<file path="config.mk">
export PLATFORM = sky130hd
export DESIGN_NAME = wb_bus_arbiter_flat
export DESIGN_NICKNAME = d
export VERILOG_FILES = /design/src/rtl/wb_bus_arbiter_if.sv /design/src/rtl/wb_bus_arbiter.sv /design/src/flat_wrapper.sv
export SDC_FILE = /design/constraint.sdc
export NUM_CORES = 1
export LEC_CHECK = 0
export ABC_AREA = 1
export CORE_AREA = 3 3 353 355
export DETAILED_ROUTE_END_ITERATION = 8
export DIE_AREA = 0 0 356 358
export MAX_ROUTING_LAYER = met4
export PLACE_DENSITY = 0.32
export SLEW_MARGIN = 40
export SYNTH_ARGS = -nofsm -noshare
export SYNTH_HDL_FRONTEND = slang
export SYNTH_SLANG_ARGS = --single-unit
</file>
<file path="constraint.sdc">
create_clock -name CLK -period 1.7 [get_ports CLK]
set_clock_uncertainty 0.2 [all_clocks]
set_input_delay 0.17 -clock CLK [delete_from_list [all_inputs] [get_ports CLK]]
set_output_delay 0.17 -clock CLK [all_outputs]
set_load 0.02 [all_outputs]
</file>
<file path="src/rtl/wb_bus_arbiter_if.sv">
// Wishbone bus bundle shared by the arbiter's master-facing and slave-facing ports.
// "master" is the view of the device that starts cycles; "slave" is the responder.
interface wb_bus_arbiter_if #(
    parameter int DATA_W = 128,
    parameter int ADR_W  = 28,
    parameter int SEL_W  = 16
);
    logic              CYC;
    logic              STB;
    logic              WE;
    logic [ADR_W-1:0]  ADR;
    logic [SEL_W-1:0]  SEL;
    logic [DATA_W-1:0] DAT_M;
    logic [DATA_W-1:0] DAT_S;
    logic              ACK;
    logic              RTY;

    modport master (
        output CYC, STB, WE, ADR, SEL, DAT_M,
        input  DAT_S, ACK, RTY
    );

    modport slave (
        input  CYC, STB, WE, ADR, SEL, DAT_M,
        output DAT_S, ACK, RTY
    );
endinterface

</file>
<file path="src/rtl/wb_bus_arbiter.sv">
// Round-robin arbiter sharing one Wishbone slave between the CPU instruction (m0)
// and data (m1) ports, granting whole CYC-framed cycles, with an optional RTY watchdog.
module wb_bus_arbiter #(
    parameter int DATA_W  = 128,
    parameter int ADR_W   = 28,
    parameter int SEL_W   = 16,
    parameter int TIMEOUT = 0
) (
    input  logic              CLK,
    input  logic              RST,
    wb_bus_arbiter_if.slave   m0,
    wb_bus_arbiter_if.slave   m1,
    wb_bus_arbiter_if.master  s,
    output logic [1:0]        gnt
);

    typedef enum logic [1:0] {
        IDLE = 2'b00,
        G0   = 2'b01,
        G1   = 2'b10
    } state_e;

    state_e state_q, state_d;
    logic   last_q, last_d;
    logic   wd_rty;

    logic              s_cyc, s_stb, s_we;
    logic [ADR_W-1:0]  s_adr;
    logic [SEL_W-1:0]  s_sel;
    logic [DATA_W-1:0] s_dat_m;

    // Tie goes to the master that was not granted most recently.
    function automatic state_e arbitrate(input logic c0, input logic c1, input logic last);
        if (c0 && c1) return last ? G0 : G1;
        else if (c0)  return G0;
        else if (c1)  return G1;
        else          return IDLE;
    endfunction

    always_comb begin
        state_d = state_q;
        case (state_q)
            IDLE:    state_d = arbitrate(m0.CYC, m1.CYC, last_q);
            G0:      state_d = m0.CYC ? G0 : arbitrate(m0.CYC, m1.CYC, last_q);
            G1:      state_d = m1.CYC ? G1 : arbitrate(m0.CYC, m1.CYC, last_q);
            default: state_d = IDLE;
        endcase

        last_d = last_q;
        if (state_d == G0) last_d = 1'b0;
        if (state_d == G1) last_d = 1'b1;
    end

    always_ff @(posedge CLK) begin
        if (RST) begin
            state_q <= IDLE;
            last_q  <= 1'b1;
        end else begin
            state_q <= state_d;
            last_q  <= last_d;
        end
    end

    always_comb begin
        gnt     = 2'b00;
        s_cyc   = 1'b0;
        s_stb   = 1'b0;
        s_we    = 1'b0;
        s_adr   = '0;
        s_sel   = '0;
        s_dat_m = '0;
        m0.ACK  = 1'b0;
        m0.RTY  = 1'b0;
        m1.ACK  = 1'b0;
        m1.RTY  = 1'b0;
        case (state_q)
            G0: begin
                gnt     = 2'b01;
                s_cyc   = m0.CYC;
                s_stb   = m0.STB;
                s_we    = m0.WE;
                s_adr   = m0.ADR;
                s_sel   = m0.SEL;
                s_dat_m = m0.DAT_M;
                m0.ACK  = s.ACK;
                m0.RTY  = s.RTY | wd_rty;
            end
            G1: begin
                gnt     = 2'b10;
                s_cyc   = m1.CYC;
                s_stb   = m1.STB;
                s_we    = m1.WE;
                s_adr   = m1.ADR;
                s_sel   = m1.SEL;
                s_dat_m = m1.DAT_M;
                m1.ACK  = s.ACK;
                m1.RTY  = s.RTY | wd_rty;
            end
            default: ;
        endcase
    end

    assign s.CYC    = s_cyc;
    assign s.STB    = s_stb;
    assign s.WE     = s_we;
    assign s.ADR    = s_adr;
    assign s.SEL    = s_sel;
    assign s.DAT_M  = s_dat_m;
    // Read data is only meaningful alongside the master's own ACK.
    assign m0.DAT_S = s.DAT_S;
    assign m1.DAT_S = s.DAT_S;

    if (TIMEOUT > 0) begin : g_wd
        localparam int WD_W = $clog2(TIMEOUT + 1);
        logic [WD_W-1:0] wd_cnt_q, wd_cnt_d;

        always_comb begin
            wd_rty   = (wd_cnt_q == WD_W'(TIMEOUT)) && s_stb && !s.ACK;
            wd_cnt_d = wd_cnt_q;
            // A forced RTY ends the wait just like a slave RTY would.
            if ((state_d != state_q) || !s_stb || s.ACK || s.RTY || wd_rty)
                wd_cnt_d = '0;
            else if (state_q != IDLE)
                wd_cnt_d = wd_cnt_q + 1'b1;
        end

        always_ff @(posedge CLK) begin
            if (RST) wd_cnt_q <= '0;
            else     wd_cnt_q <= wd_cnt_d;
        end
    end else begin : g_no_wd
        assign wd_rty = 1'b0;
    end

endmodule

</file>
<file path="src/flat_wrapper.sv">
// flat-port wrapper written by rule: the top's interface ports become plain ports
module wb_bus_arbiter_flat 
#(
    parameter int DATA_W  = 128,
    parameter int ADR_W   = 28,
    parameter int SEL_W   = 16,
    parameter int TIMEOUT = 0
)
  (CLK, RST, gnt, m0_CYC, m0_STB, m0_WE, m0_ADR, m0_SEL, m0_DAT_M, m0_DAT_S, m0_ACK, m0_RTY, m1_CYC, m1_STB, m1_WE, m1_ADR, m1_SEL, m1_DAT_M, m1_DAT_S, m1_ACK, m1_RTY, s_CYC, s_STB, s_WE, s_ADR, s_SEL, s_DAT_M, s_DAT_S, s_ACK, s_RTY);
  wb_bus_arbiter_if #(.DATA_W(DATA_W), .ADR_W(ADR_W), .SEL_W(SEL_W)) m0_i ();
  wb_bus_arbiter_if #(.DATA_W(DATA_W), .ADR_W(ADR_W), .SEL_W(SEL_W)) m1_i ();
  wb_bus_arbiter_if #(.DATA_W(DATA_W), .ADR_W(ADR_W), .SEL_W(SEL_W)) s_i ();
  input  logic CLK;
  input  logic RST;
  output logic [1:0] gnt;
  input wire logic [$bits(m0_i.CYC)-1:0] m0_CYC;
  input wire logic [$bits(m0_i.STB)-1:0] m0_STB;
  input wire logic [$bits(m0_i.WE)-1:0] m0_WE;
  input wire logic [$bits(m0_i.ADR)-1:0] m0_ADR;
  input wire logic [$bits(m0_i.SEL)-1:0] m0_SEL;
  input wire logic [$bits(m0_i.DAT_M)-1:0] m0_DAT_M;
  output wire logic [$bits(m0_i.DAT_S)-1:0] m0_DAT_S;
  output wire logic [$bits(m0_i.ACK)-1:0] m0_ACK;
  output wire logic [$bits(m0_i.RTY)-1:0] m0_RTY;
  input wire logic [$bits(m1_i.CYC)-1:0] m1_CYC;
  input wire logic [$bits(m1_i.STB)-1:0] m1_STB;
  input wire logic [$bits(m1_i.WE)-1:0] m1_WE;
  input wire logic [$bits(m1_i.ADR)-1:0] m1_ADR;
  input wire logic [$bits(m1_i.SEL)-1:0] m1_SEL;
  input wire logic [$bits(m1_i.DAT_M)-1:0] m1_DAT_M;
  output wire logic [$bits(m1_i.DAT_S)-1:0] m1_DAT_S;
  output wire logic [$bits(m1_i.ACK)-1:0] m1_ACK;
  output wire logic [$bits(m1_i.RTY)-1:0] m1_RTY;
  output wire logic [$bits(s_i.CYC)-1:0] s_CYC;
  output wire logic [$bits(s_i.STB)-1:0] s_STB;
  output wire logic [$bits(s_i.WE)-1:0] s_WE;
  output wire logic [$bits(s_i.ADR)-1:0] s_ADR;
  output wire logic [$bits(s_i.SEL)-1:0] s_SEL;
  output wire logic [$bits(s_i.DAT_M)-1:0] s_DAT_M;
  input wire logic [$bits(s_i.DAT_S)-1:0] s_DAT_S;
  input wire logic [$bits(s_i.ACK)-1:0] s_ACK;
  input wire logic [$bits(s_i.RTY)-1:0] s_RTY;
  assign m0_i.CYC = m0_CYC;
  assign m0_i.STB = m0_STB;
  assign m0_i.WE = m0_WE;
  assign m0_i.ADR = m0_ADR;
  assign m0_i.SEL = m0_SEL;
  assign m0_i.DAT_M = m0_DAT_M;
  assign m0_DAT_S = m0_i.DAT_S;
  assign m0_ACK = m0_i.ACK;
  assign m0_RTY = m0_i.RTY;
  assign m1_i.CYC = m1_CYC;
  assign m1_i.STB = m1_STB;
  assign m1_i.WE = m1_WE;
  assign m1_i.ADR = m1_ADR;
  assign m1_i.SEL = m1_SEL;
  assign m1_i.DAT_M = m1_DAT_M;
  assign m1_DAT_S = m1_i.DAT_S;
  assign m1_ACK = m1_i.ACK;
  assign m1_RTY = m1_i.RTY;
  assign s_CYC = s_i.CYC;
  assign s_STB = s_i.STB;
  assign s_WE = s_i.WE;
  assign s_ADR = s_i.ADR;
  assign s_SEL = s_i.SEL;
  assign s_DAT_M = s_i.DAT_M;
  assign s_i.DAT_S = s_DAT_S;
  assign s_i.ACK = s_ACK;
  assign s_i.RTY = s_RTY;
  wb_bus_arbiter #(.DATA_W(DATA_W), .ADR_W(ADR_W), .SEL_W(SEL_W), .TIMEOUT(TIMEOUT)) u_core (.CLK(CLK), .RST(RST), .m0(m0_i), .m1(m1_i), .s(s_i), .gnt(gnt));
endmodule
</file>
==> flow_metrics.py <==
metrics = {
    "routing": {
        "drc_errors": 0,
        "drt-total-wl_mm": 75.9,
        "post_drt_via_cell_ratio": 2.57,
        "wl_per_cell_um": 26.0,
        "drt-pass1-iter-count": 4,
        "drt_iter0_markers": 226,
        "via_count": 7514,
        "ant_nets": 0,
    },
    "global_route": {
        "grt_pass1_vias": 8078,
        "antenna_found_initial": 7,
        "grt_overflow": 0,
        "grt_max_degree": 28,
        "grt_usage_pct": 11.4,
        "grt_pass1_wl_mm": 90.9,
    },
    "hold_path": {
        "hold_start": "s_DAT_S[59]",
        "min_to": "m1_DAT_S[59]",
        "worst_hold_path_type": "input pin to output pin",
        "hold_depth": 0,
    },
    "setup_path": {
        "startpoint_type": "flop",
        "required_ns": 1.33,
        "ff2ff_setup_slack_ns": -0.38,
        "endpoint_kind": "output pin",
        "worstPathArrival_ns": 1.90,
        "worstPathMaxFanout": 7,
        "r2r_cells": 15,
        "cp_slowest_cell": "dfxtp_4",
        "crit_chain": "inv_4 > buf_6 > ha_4 > buf_8 > buf_8 > buf_12 > buf_12 > nand2_4 > a21oi_2 > buf_4 > buf_8",
        "rr_endpoint": "u_core.last_q$_SDFFE_PP1N_",
        "path_class": "flop to output pin",
        "r2r_start": "u_core.state_q[0]$_SDFF_PP0_",
        "slowest_delay_ns": 0.35,
        "cp_common_cell": "buf_8",
    },
    "cells_and_area": {
        "drive_above_1_share_pct": 58.3,
        "fill_cells": 13900,
        "nets": 1782,
        "syn_to_final_growth_pct": 239,
        "fin_util_pct": 13.5,
        "multi_input_area_um2": 5030,
        "layout_common_cells": "353 x clkdlybuf4s50_1, 168 x nand2_1, 135 x buf_12",
        "fin_cells": 2923,
        "mostFrequentLayoutCell": "clkdlybuf4s50_1",
        "final-seq-area_um2": 65.1,
    },
    "pwr": {
        "ir_drop_mv": 0.294,
        "clkPwrFrac_pct": 3.3,
        "seqPwrFrac_pct": 1.0,
        "p_leak_nw": 5.84,
        "p_int_mw": 5.65,
        "power.density_nw_per_um2": 690,
        "combinationalPowerShare_pct": 95.8,
        "power_switching_mw": 5.73,
        "p_sw_share_pct": 50.4,
    },
    "logic_synthesis": {
        "syn_avg_cell_area_um2": 5.50,
        "synth_area_um2": 4870,
        "synth_cells": 885,
        "synth-seq-cells": 3,
        "seq_area_frac_synth_pct": 1.23,
        "synth_mux_area_share_pct": 0,
        "synth_cell_types": 14,
        "synthAdderAreaFrac_pct": 1.29,
        "synth_warnings": 0,
        "synth_compound_area_share_pct": 18.0,
        "syn-num-nets": 1372,
        "synthXorXnorAreaFrac_pct": 0,
        "synthSimpleGateAreaFrac_pct": 29.2,
        "synth_top_family_by_area": "buffers and inverters",
    },
    "sta": {
        "tightestPinTransition_ns": 0.393,
        "fin_crit_sh_pct": 134,
        "worst_hold_slack_ns": 0.140,
        "finalSetupViolations": 182,
        "postLayoutSetupSlackWorst_ns": -0.571,
        "slew-limit-headroom_pct": 73.8,
        "period_minus_slack_ns": 2.27,
        "fin_tns_setup_ns": -78.38,
        "fmax_ghz": 0.440,
        "rsz0062_at_grt": "true",
        "slew_violations": 0,
        "hold_viol_final": 0,
    },
    "floorplanning": {
        "dieWidth_um": 356,
        "rows": 128,
        "initial_utilization_pct": 4.00,
        "dieArea_um2": 127000,
        "coreArea_um2": 122000,
        "top_level_ports": 919,
        "fp.dieH_um": 358,
    },
    "place": {
        "dpl.hpwl_mm": 60.3,
        "io_buffers": 534,
        "place.gp.congestion": 0.782,
        "place_ws_ns": -0.775,
        "dp.cells": 2848,
    },
    "clock_network": {
        "clk_latency_ns": 0.22,
        "cts_tree": "built",
        "clock-root-buffer": "clkbuf_16",
        "clock_sinks": 3,
        "cts_buffers": 3,
        "clk_pin_slew_ns": 0.03,
        "clk_path_buf_depth": 2,
        "htreeDepth": 1,
    },
    "job": {
        "maxCapViolCount": 0,
    },
    "run_status": {
        "failed_checks": "setup timing",
        "status": "finished, violations left",
    },
}
==> final cells by class <==
| type | instances | share of cell area [%] |
|---|---|---|
| antenna | 4 | 0.0607 |
| clock buffer | 4 | 0.478 |
| inverter | 11 | 0.342 |
| multi-input combinational | 556 | 30.5 |
| sequential | 3 | 0.395 |
| tap | 1625 | 12.3 |
| timing repair buffer | 720 | 55.9 |
==> synthesized netlist by cell type <==
library cell  count  area share, %
nand2_1         366             28
clkbuf_1          2           0.15
nor2_2            1           0.13
or2_2             1           0.13
buf_4           262             40
inv_1            11           0.85
nor2_1            4           0.31
a21oi_1         175             18
dfxtp_1           3            1.2
ha_1              5            1.3
buf_2            23            2.4
buf_6            28            6.5
nand3_1           3           0.31
nor3_1            1           0.10
==> metrics by stage <==
stage,cell area (um^2),total power [mW]
final,16500,11.4
after global routing,16500,12.0
after CTS,15400,10.5
after detailed placement,12000,6.78
after global placement,12000,6.80
after floorplan,5080,3.42
==> cell families after synthesis <==
| group | Yosys count |
|---|---|
| AO/OA/AOI/OAI | 175 |
| AND/OR/NAND/NOR | 376 |
| adder cells (fa/ha/maj) | 5 |
| flip-flops | 3 |
| buffers and inverters | 326 |
==> power by group through the flow <==
stage | Sequential [mW] | Clock, mW | Combinational [mW]
detailed placement | 0.103 | 0 | 6.67
global route | 0.112 | 0.385 | 11.5
CTS | 0.105 | 0.378 | 10.0
floorplan | 0.101 | 0 | 3.32
global placement | 0.102 | 0 | 6.70
finish | 0.109 | 0.372 | 10.9
==> sequential cells by signal, indices dropped and copies added (netlist names) <==
register and cells:
u_core.state_q 2, u_core.last_q 1
==> layer usage <==
metal	global-route usage, %	wire length [um]	up-vias
met2	18.0	35200	669
met5	-	0	-
met4	0.282	210	0
met3	6.36	9790	15
li1	-	-	3365
met1	13.3	30700	3465
==> worst max-delay path, delay by kind of cell, from the launching register on <==
| family | cells | cell delay (ns) |
|---|---|---|
| and+or+nand+nor | 1 | 0.05 |
| AOI/OAI and AO/OA | 1 | 0.15 |
| adders and majority gates | 1 | 0.17 |
| buffers and inverters | 8 | 0.94 |
| DFF | 1 | 0.35 |
==> timing repair <==
action / CTS / global route
setup endpoints to repair: 184 / 183
resized for setup: 851 / 257
hold buffers: 0 / 0
pin swaps: 167 / 123
gates cloned: 25 / 10
buffers inserted: 63 / 29
endpoints found under the hold margin: 0 / 0
==> how the worst max path moves through the flow <==
stage | start | end | slack, ns | depth (start not counted)
2_1_floorplan | u_core.state_q[0]$_SDFF_PP0_ | s_ADR[12] | -0.14 | 6
4_1_cts | u_core.state_q[0]$_SDFF_PP0_ | s_DAT_M[27] | -0.62 | 10
6_report | u_core.state_q[0]$_SDFF_PP0_ | s_DAT_M[70] | -0.57 | 11
3_5_place_dp | u_core.state_q[0]$_SDFF_PP0_ | s_SEL[7] | -0.78 | 9
5_1_grt | u_core.state_q[0]$_SDFF_PP0_ | s_DAT_M[38] | -0.62 | 8
3_3_place_gp | u_core.state_q[0]$_SDFF_PP0_ | s_SEL[7] | -0.79 | 9
Note: power is estimated with default switching activity, not from simulation.
